[config.mk]
export PLATFORM = sky130hd
export DESIGN_NAME = fp_mat_loader
export DESIGN_NICKNAME = d
export VERILOG_FILES = /design/src/rtl/fp_attn_pkg.sv /design/src/rtl/fp_mat_bank.sv /design/src/rtl/fp_mat_loader.sv
export SDC_FILE = /design/constraint.sdc
export NUM_CORES = 1
export LEC_CHECK = 0
export ABC_CLOCK_PERIOD_IN_PS = 2900
export CORE_ASPECT_RATIO = 0.9
export CORE_MARGIN = 2
export CORE_UTILIZATION = 35
export CTS_CLUSTER_SIZE = 25
export DETAILED_ROUTE_END_ITERATION = 8
export DONT_BUFFER_PORTS = 1
export SKIP_LAST_GASP = 1
export SYNTH_ARGS = -nofsm -noshare
export SYNTH_HDL_FRONTEND = slang
export SYNTH_HIERARCHICAL = 1
export SYNTH_SLANG_ARGS = --single-unit
[constraint.sdc]
create_clock -name clk -period 2.9 [get_ports clk]
set_clock_uncertainty 0.15 [all_clocks]
set_input_delay 0.58 -clock clk [delete_from_list [all_inputs] [get_ports clk]]
set_output_delay 0.58 -clock clk [all_outputs]
set_load 0.02 [all_outputs]
[src/rtl/fp_attn_pkg.sv]
// Shared attention-datapath definitions: Q8.8 element type, matrix geometry and bank states.
// Used by fp_mat_loader, fp_mat_bank and the downstream matrix multiplier.
package fp_attn_pkg;

  localparam int Q_WIDTH   = 16;
  localparam int FRAC_BITS = 8;
  localparam int MAT_ROWS  = 8;
  localparam int MAT_COLS  = 4;

  typedef logic [Q_WIDTH-1:0] q8_8_t;

  typedef enum logic {
    BANK_FILL = 1'b0,
    BANK_FULL = 1'b1
  } bank_st_t;

  // Index width for an n-entry dimension; a 1-entry dimension still gets a 1-bit index.
  function automatic int ptr_w(input int n);
    return (n > 1) ? $clog2(n) : 1;
  endfunction

endpackage

[src/rtl/fp_mat_bank.sv]
// One ROWS x COLS register array, written one element at a time at (row, col).
// Contents reset to zero and are otherwise only changed by a write.
module fp_mat_bank
  import fp_attn_pkg::*;
#(
  parameter int DATA_WIDTH = Q_WIDTH,
  parameter int ROWS       = MAT_ROWS,
  parameter int COLS       = MAT_COLS,
  parameter int RW         = ptr_w(ROWS),
  parameter int CW         = ptr_w(COLS)
) (
  input  logic                  clk,
  input  logic                  rst_n,
  input  logic                  i_we,
  input  logic [RW-1:0]         i_wr_row,
  input  logic [CW-1:0]         i_wr_col,
  input  logic [DATA_WIDTH-1:0] i_wr_data,
  output logic [DATA_WIDTH-1:0] o_mat [0:ROWS-1][0:COLS-1]
);

  logic [DATA_WIDTH-1:0] r_mem [0:ROWS-1][0:COLS-1];

  always_ff @(posedge clk or negedge rst_n) begin
    if (!rst_n) begin
      for (int r = 0; r < ROWS; r++) begin
        for (int c = 0; c < COLS; c++) begin
          r_mem[r][c] <= '0;
        end
      end
    end else if (i_we) begin
      r_mem[i_wr_row][i_wr_col] <= i_wr_data;
    end
  end

  always_comb o_mat = r_mem;

endmodule

[src/rtl/fp_mat_loader.sv]
// Stream-to-matrix loader feeding the fixed-point matrix multiplier.
// Define FP_MAT_LOADER_PINGPONG_EN for two banks (fill one while the other is presented).
//
// Bank state | meaning
// BANK_FILL  | bank accepts stream elements at the write pointer
// BANK_FULL  | bank holds a complete matrix, presented or waiting to be presented
module fp_mat_loader
  import fp_attn_pkg::*;
#(
  parameter int DATA_WIDTH = Q_WIDTH,
  parameter int ROWS       = MAT_ROWS,
  parameter int COLS       = MAT_COLS
) (
  input  logic                  clk,
  input  logic                  rst_n,
  input  logic                  in_valid,
  output logic                  in_ready,
  input  logic [DATA_WIDTH-1:0] in_data,
  input  logic                  in_last,
  output logic [DATA_WIDTH-1:0] mat_out [0:ROWS-1][0:COLS-1],
  output logic                  mat_valid,
  input  logic                  mat_ready,
  output logic                  err_len
);

  localparam int RW = ptr_w(ROWS);
  localparam int CW = ptr_w(COLS);
  localparam logic [RW-1:0] ROW_LAST = RW'(ROWS - 1);
  localparam logic [CW-1:0] COL_LAST = CW'(COLS - 1);

  logic [RW-1:0] r_row;
  logic [CW-1:0] r_col;
  logic          r_in_ready;
  logic          r_mat_valid;
  logic          r_err;

  logic w_accept, w_release, w_at_end, w_complete, w_err;

  assign w_accept   = in_valid & r_in_ready;
  assign w_release  = r_mat_valid & mat_ready;
  assign w_at_end   = (r_row == ROW_LAST) && (r_col == COL_LAST);
  assign w_complete = w_accept & w_at_end;
  // Early in_last drops the partial matrix; a missing in_last still completes it.
  assign w_err      = w_accept & (in_last ^ w_at_end);

  always_ff @(posedge clk or negedge rst_n) begin
    if (!rst_n) begin
      r_row <= '0;
      r_col <= '0;
      r_err <= 1'b0;
    end else begin
      r_err <= w_err;
      if (w_accept) begin
        if (w_at_end || in_last) begin
          r_row <= '0;
          r_col <= '0;
        end else if (r_col == COL_LAST) begin
          r_col <= '0;
          r_row <= r_row + 1'b1;
        end else begin
          r_col <= r_col + 1'b1;
        end
      end
    end
  end

`ifdef FP_MAT_LOADER_PINGPONG_EN
  bank_st_t r_st [0:1];
  bank_st_t w_st_nxt [0:1];
  logic     r_wr_sel, r_rd_sel, w_wr_sel_nxt, w_rd_sel_nxt;
  logic [DATA_WIDTH-1:0] w_mat0 [0:ROWS-1][0:COLS-1];
  logic [DATA_WIDTH-1:0] w_mat1 [0:ROWS-1][0:COLS-1];

  // Banks strictly alternate, so toggling both selects preserves completion order.
  always_comb begin
    w_st_nxt     = r_st;
    w_wr_sel_nxt = r_wr_sel;
    w_rd_sel_nxt = r_rd_sel;
    if (w_complete) begin
      w_st_nxt[r_wr_sel] = BANK_FULL;
      w_wr_sel_nxt       = ~r_wr_sel;
    end
    if (w_release) begin
      w_st_nxt[r_rd_sel] = BANK_FILL;
      w_rd_sel_nxt       = ~r_rd_sel;
    end
  end

  always_ff @(posedge clk or negedge rst_n) begin
    if (!rst_n) begin
      r_st[0]     <= BANK_FILL;
      r_st[1]     <= BANK_FILL;
      r_wr_sel    <= 1'b0;
      r_rd_sel    <= 1'b0;
      r_in_ready  <= 1'b1;
      r_mat_valid <= 1'b0;
    end else begin
      r_st        <= w_st_nxt;
      r_wr_sel    <= w_wr_sel_nxt;
      r_rd_sel    <= w_rd_sel_nxt;
      r_in_ready  <= !((w_st_nxt[0] == BANK_FULL) && (w_st_nxt[1] == BANK_FULL));
      r_mat_valid <= (w_st_nxt[w_rd_sel_nxt] == BANK_FULL);
    end
  end

  fp_mat_bank #(.DATA_WIDTH(DATA_WIDTH), .ROWS(ROWS), .COLS(COLS), .RW(RW), .CW(CW)) u_bank0 (
    .clk       (clk),
    .rst_n     (rst_n),
    .i_we      (w_accept & ~r_wr_sel),
    .i_wr_row  (r_row),
    .i_wr_col  (r_col),
    .i_wr_data (in_data),
    .o_mat     (w_mat0)
  );

  fp_mat_bank #(.DATA_WIDTH(DATA_WIDTH), .ROWS(ROWS), .COLS(COLS), .RW(RW), .CW(CW)) u_bank1 (
    .clk       (clk),
    .rst_n     (rst_n),
    .i_we      (w_accept & r_wr_sel),
    .i_wr_row  (r_row),
    .i_wr_col  (r_col),
    .i_wr_data (in_data),
    .o_mat     (w_mat1)
  );

  always_comb begin
    for (int r = 0; r < ROWS; r++) begin
      for (int c = 0; c < COLS; c++) begin
        mat_out[r][c] = r_rd_sel ? w_mat1[r][c] : w_mat0[r][c];
      end
    end
  end
`else
  bank_st_t r_st, w_st_nxt;

  always_comb begin
    w_st_nxt = r_st;
    case (r_st)
      BANK_FILL: if (w_complete) w_st_nxt = BANK_FULL;
      BANK_FULL: if (w_release)  w_st_nxt = BANK_FILL;
      default:   w_st_nxt = BANK_FILL;
    endcase
  end

  always_ff @(posedge clk or negedge rst_n) begin
    if (!rst_n) begin
      r_st        <= BANK_FILL;
      r_in_ready  <= 1'b1;
      r_mat_valid <= 1'b0;
    end else begin
      r_st        <= w_st_nxt;
      r_in_ready  <= (w_st_nxt == BANK_FILL);
      r_mat_valid <= (w_st_nxt == BANK_FULL);
    end
  end

  fp_mat_bank #(.DATA_WIDTH(DATA_WIDTH), .ROWS(ROWS), .COLS(COLS), .RW(RW), .CW(CW)) u_bank0 (
    .clk       (clk),
    .rst_n     (rst_n),
    .i_we      (w_accept),
    .i_wr_row  (r_row),
    .i_wr_col  (r_col),
    .i_wr_data (in_data),
    .o_mat     (mat_out)
  );
`endif

  assign in_ready  = r_in_ready;
  assign mat_valid = r_mat_valid;
  assign err_len   = r_err;

endmodule

* Yosys cells after proc, flatten, opt, wreduce, memory -nomap -nowiden
Index checks and enable logic that the tools add are counted.
** Storage, ports and cells
- Output and inout bits :: 515
- Logic and storage cells :: 72
- Bits in registers :: 520
** Operators by class
- Reductions and logical operators :: 6
- Eq/ne operators :: 2
- Bitwise logic cells :: 9
- Magnitude comparators :: 4
- Add/subtract/negate cells :: 2
- Mux-type cells :: 12
** Operators with widths (count)
- 512-bit bitwise mux :: 1
- 64-bit demux with 3-bit select :: 1
- 64-bit 2-to-1 mux :: 1
- 16-bit demux with 2-bit select :: 1
- 16-bit 2-to-1 mux :: 1
- 3-bit 2-to-1 mux :: 2
- 1-bit AND :: 4
- 4-bit >= comparator (second input constant) :: 1
- 4-bit by 1-bit less-than comparator with 1-bit output (second input constant) :: 1
- 2-bit 2-to-1 mux :: 2
- 3-bit NOT with 4-bit output :: 1
- 3-bit by 1-bit adder with 3-bit output (second input constant) :: 1
- 3-bit equality test (second input constant) :: 1
- 3-bit >= comparator (second input constant) :: 1
- 1-bit logical AND :: 3
- 3-bit by 1-bit less-than comparator with 1-bit output (second input constant) :: 1
- 2-bit NOT with 3-bit output :: 1
- 2-bit by 1-bit adder with 2-bit output (second input constant) :: 1
- 2-bit equality test (second input constant) :: 1
- 1-bit 2-to-1 mux :: 2
- 1-bit NOT :: 2
- 1-bit one-hot mux with 2 select lines :: 1
- 2-bit AND reduction :: 1
- 2-bit nonzero test :: 1
- other kinds (2) :: 2

* Depth between registers and ports, before layout
- Word-level depth :: 8
- Depth in mapped cells :: 7

* By module
The synthesis kept the hierarchy.
** By module, submodules not included
- fp_mat_bank :: cells an instance 1162, instances 1, area each 19238.5 um^2
- fp_mat_loader :: cells an instance 33, instances 1, area each 404.1 um^2

* Least setup slack after synthesis
Ideal clock, no wire load.
- Path type :: reg2reg
- Start :: register r_in_ready (netlist: in_ready)
- End :: register u_bank0.r_mem (netlist bit u_bank0/o_mat[21])
- Cell stages (with the launch flop) :: 7
- Period minus slack after synthesis :: 2324 ps
- Data arrival time :: 2049 ps
- Data required time :: 2625 ps
- Setup slack :: 576 ps
- Cells stage by stage :: dfstp_2 -> nand2_1 -> inv_1 -> nand4_1 -> nor2_1 -> buf_2 -> mux2_2
** Between the ends
- Longest elaborated chain between the ends :: 1
** Ends and longest elaborated chain
- from (decl) :: RTL line fp_mat_loader.sv:33 : logic r_in_ready;
- from (signal assigned) :: RTL line fp_mat_loader.sv:152 : r_in_ready <= (w_st_nxt == BANK_FILL);
- 1-bit AND :: RTL line fp_mat_loader.sv:39 : assign w_accept = in_valid & r_in_ready;
- named net w_accept :: RTL line fp_mat_loader.sv:37 : logic w_accept, w_release, w_at_end, w_complete, w_err;
- to (signal, indexed assignment) :: RTL line fp_mat_bank.sv:31 : r_mem[i_wr_row][i_wr_col] <= i_wr_data;
- to (decl) :: RTL line fp_mat_bank.sv:21 : logic [DATA_WIDTH-1:0] r_mem [0:ROWS-1][0:COLS-1];
The timed path passes the listed nets, and every way through them passes these cells.
A chain may end at the register's enable or synchronous reset.

* Worst setup path after layout
- Start :: register r_in_ready (netlist: in_ready)
- End :: register u_bank0.r_mem (netlist bit u_bank0/o_mat[25])
The elaborated chain is that of the path after synthesis.

==> run_results.csv <==
group,metric,value,unit
power,power.leakage,10.86,nW
clock_tree,path_clk_slew,0.06,ns
synth,synth.distinct_cells,28,
synth,dominantRegCellSynth,"dfrtp_1",
timing,setup_viol,0,
setup_path,crit_required,3.20,ns
setup_path,reg2reg_from,"in_ready",
synth,syn-num-nets,1220,
clock_tree,cts_buffer_depth,3,
synth,synthArstFlopShare,1.000,
routing,drc,0,
timing,hold_violations,199,
synth,syn_area,19640,um^2
placed_design,routabilityCongestion,0.7802,
synth,synth_warnings,6,
placed_design,dp_slack,0.2238,ns
routing,routed_wl,57800,um
setup_path,crit_chain,"nand2_1 -> inv_1 -> nand4_1 -> buf_4 -> nor2_2 -> buf_12 -> mux2_2",
grt,met2_usage,0.3290,
clock_tree,cts_setup_buffers,0,
timing,worst_slack,0.1943,ns
setup_path,critPathArrivalTime,3.01,ns
grt,grt_use_met3,0.06901,
routing,wl_per_cell,28.67,um
floorplanning,initial_core_util,0.3532,
placed_design,io_buffers,0,
routing,via_per_inst,5.136,
timing,min_period,2.706,ns
setup_path,worstSetupPathType,"reg -> reg",
floorplanning,die_area,58040,um^2
grt,grt_pass1_wl,83000,um
floorplanning,rows,82,
final_layout,drive_gt1_frac,0.5382,
clock_tree,ctsHoldBuffers,23,
timing,fin_setup_tns,0,ns
placed_design,dp_hpwl,36920,um
floorplanning,num_io_pins,536,
final_layout,syn2layout_area_growth,15.68,%
clock_tree,clkLatencyLatePin,0.58,ns
grt,track_usage,0.1967,
routing,drt_pre_antenna_iters,4,
timing,tightest_slew,2.980,ns
grt,grt_use_met1,0.2399,
synth,synth_edf_count,0,
timing,relSlewSlack,-0.9864,
setup_path,start_kind,"flop",
clock_tree,cts-buffers-inserted,53,
synth,ys_ff_latch,520,
setup_path,cpPeakStageDelay,0.64,ns
grt,antenna_found_initial,4,
floorplanning,core_region_area,55610,um^2
grt,grt_pass1_vias,10980,
power,fin_total_pwr,25.85,mW
synth,synthCells,1195,
routing,vias,10350,
grt,grt_busiest_layer,"met2",
setup_path,cp_num_buf_inv,3,
run,cap_violations,0,
synth,seq_area_frac_synth,0.6625,
timing,timing.final.crit_share,0.9330,
clock_tree,cts-resized-gates,0,
power,power.density,1138,nW/um^2
hold_path,min_path_type,"in -> async",
grt,grt_overflow_total,0,
clock_tree,cts_tree,"built",
clock_tree,htree_levels,2,
status,status,"complete, but fails checks",
floorplanning,die_y,228.7,um
grt,grt_max_degree,521,
routing,final_antenna_net_count,0,
synth,synth_area_per_cell,16.44,um^2
setup_path,slowest_stage,"dfstp_2",
timing,slew_violations,370,
status,failed_checks,"hold timing, slew limit",
setup_path,worst-path-max-fanout,11,
power,ir_drop,0.6089,mV
timing,rsz0062_at_grt,"false",
floorplanning,die_w,253.7,um
timing,hold_slack,-0.4507,ns
clock_tree,clock-sinks,520,
setup_path,critPathCaptureType,"flop",
final_layout,nets,1241,
setup_path,cp-startpoint,"in_ready",
routing,first_iter_violations,545,
timing,max_freq,369.6,MHz
setup_path,cp_top_family,"simple AND/OR/NAND/NOR gates",
final_layout,fin_util,0.4086,
clock_tree,cts_root_buf,"clkbuf_16",
## through the flow
stage	instance area, um^2	cells
finish	22720	2016
global route	22720	2014
CTS	22720	2014
detailed placement	20540	1894
global placement	20540	1894
floorplan	19640	1195
## layout make-up
type	count	area [um^2]
Clock buffer	78	1600
Inverter	4	15.01
Antenna cell	2	5.005
Clock inverter	19	186.4
Sequential cell	520	13010
Tap cell	756	945.9
Multi-Input combinational cell	579	6266
Timing Repair Buffer	58	690.7
Fill cell	5073	32890
## logic make-up (layout without fill, tap and decap cells)
family | count (synthesis) | count (layout) | synth area share
compound gates | 4 | 4 | 0.002103
fa+ha+maj | 4 | 4 | 0.002548
buf+inv | 96 | 159 | 0.02057
flops | 520 | 520 | 0.6625
mux | 516 | 516 | 0.2959
other cells | 0 | 2 | 0
simple gates | 55 | 55 | 0.01637
## where the power goes
group	internal, mW	switching [mW]	total (mW)
clock	4.08	2.82	6.90
sequential	9.90	5.78	15.7
combinational	2.17	1.10	3.27
## Yosys cell counts, types with 2 or more instances
library cell,number,area [um^2]
buf_2,35,175.2
nor2b_1,3,18.77
and4bb_2,3,37.54
nand3_2,3,30.03
mux2_2,513,5777
clkbuf_1,57,214.0
or3_1,3,18.77
ha_1,4,50.05
nand4b_1,3,26.28
mux2i_1,2,20.02
inv_1,4,15.01
nor2_1,13,48.80
nand2_1,17,63.81
dfrtp_1,519,12990
nand2b_1,3,18.77
## worst reg2reg max path, stage by stage, from the launching register on
cell and delay, ns:
dfstp_2 0.64, nand2_1 0.20, inv_1 0.27, nand4_1 0.13, buf_4 0.19, nor2_2 0.41
buf_12 0.23, mux2_2 0.36
## flip-flops by register name, indices dropped and copies added, names as in the netlist
register / flops
err_len: 1
r_row: 3
in_ready: 1
u_bank0/o_mat: 512
r_st: 1
r_col: 2
## routing by layer
metal / routed length (um) / vias to the layer above / share of wire
li1: - / 4241 / -
met1: 23100 / 5641 / 0.40
met2: 28340 / 381 / 0.49
met3: 4974 / 87 / 0.086
met4: 1367 / 4 / 0.024
met5: 27 / - / 0.00047
## path summary, 6_finish.rpt
check	end	slack, ns	depth (start not counted)
setup reg to reg	u_bank0/o_mat[25]	0.19	7
setup / recovery	u_bank0/o_mat[25]	0.19	7
hold / removal	u_bank0/o_mat[299]	-0.45	0
min in group clk	r_st	0.07	2
hold reg to reg	err_len	0.48	1
max in group asynchronous	u_bank0/o_mat[280]	0.71	0
## placed cells by master, fill, tap and decap left out, types with 2 or more instances in the layout
master	count
nand2b_1	3
nand2_1	17
inv_1	4
diode_2	2
nor2_2	11
dlygate4sd3_1	7
ha_1	4
and4bb_2	3
nand4b_1	3
clkbuf_1	7
buf_4	32
mux2i_1	2
clkinvlp_4	2
dfrtp_1	519
bufinv_16	3
buf_12	19
nand3_2	3
nor2b_1	3
inv_6	2
clkinv_2	11
or3_1	3
mux2_2	513
clkbuf_16	53
clkbuf_8	18
No activity file was read; power rests on OpenSTA's default activity.
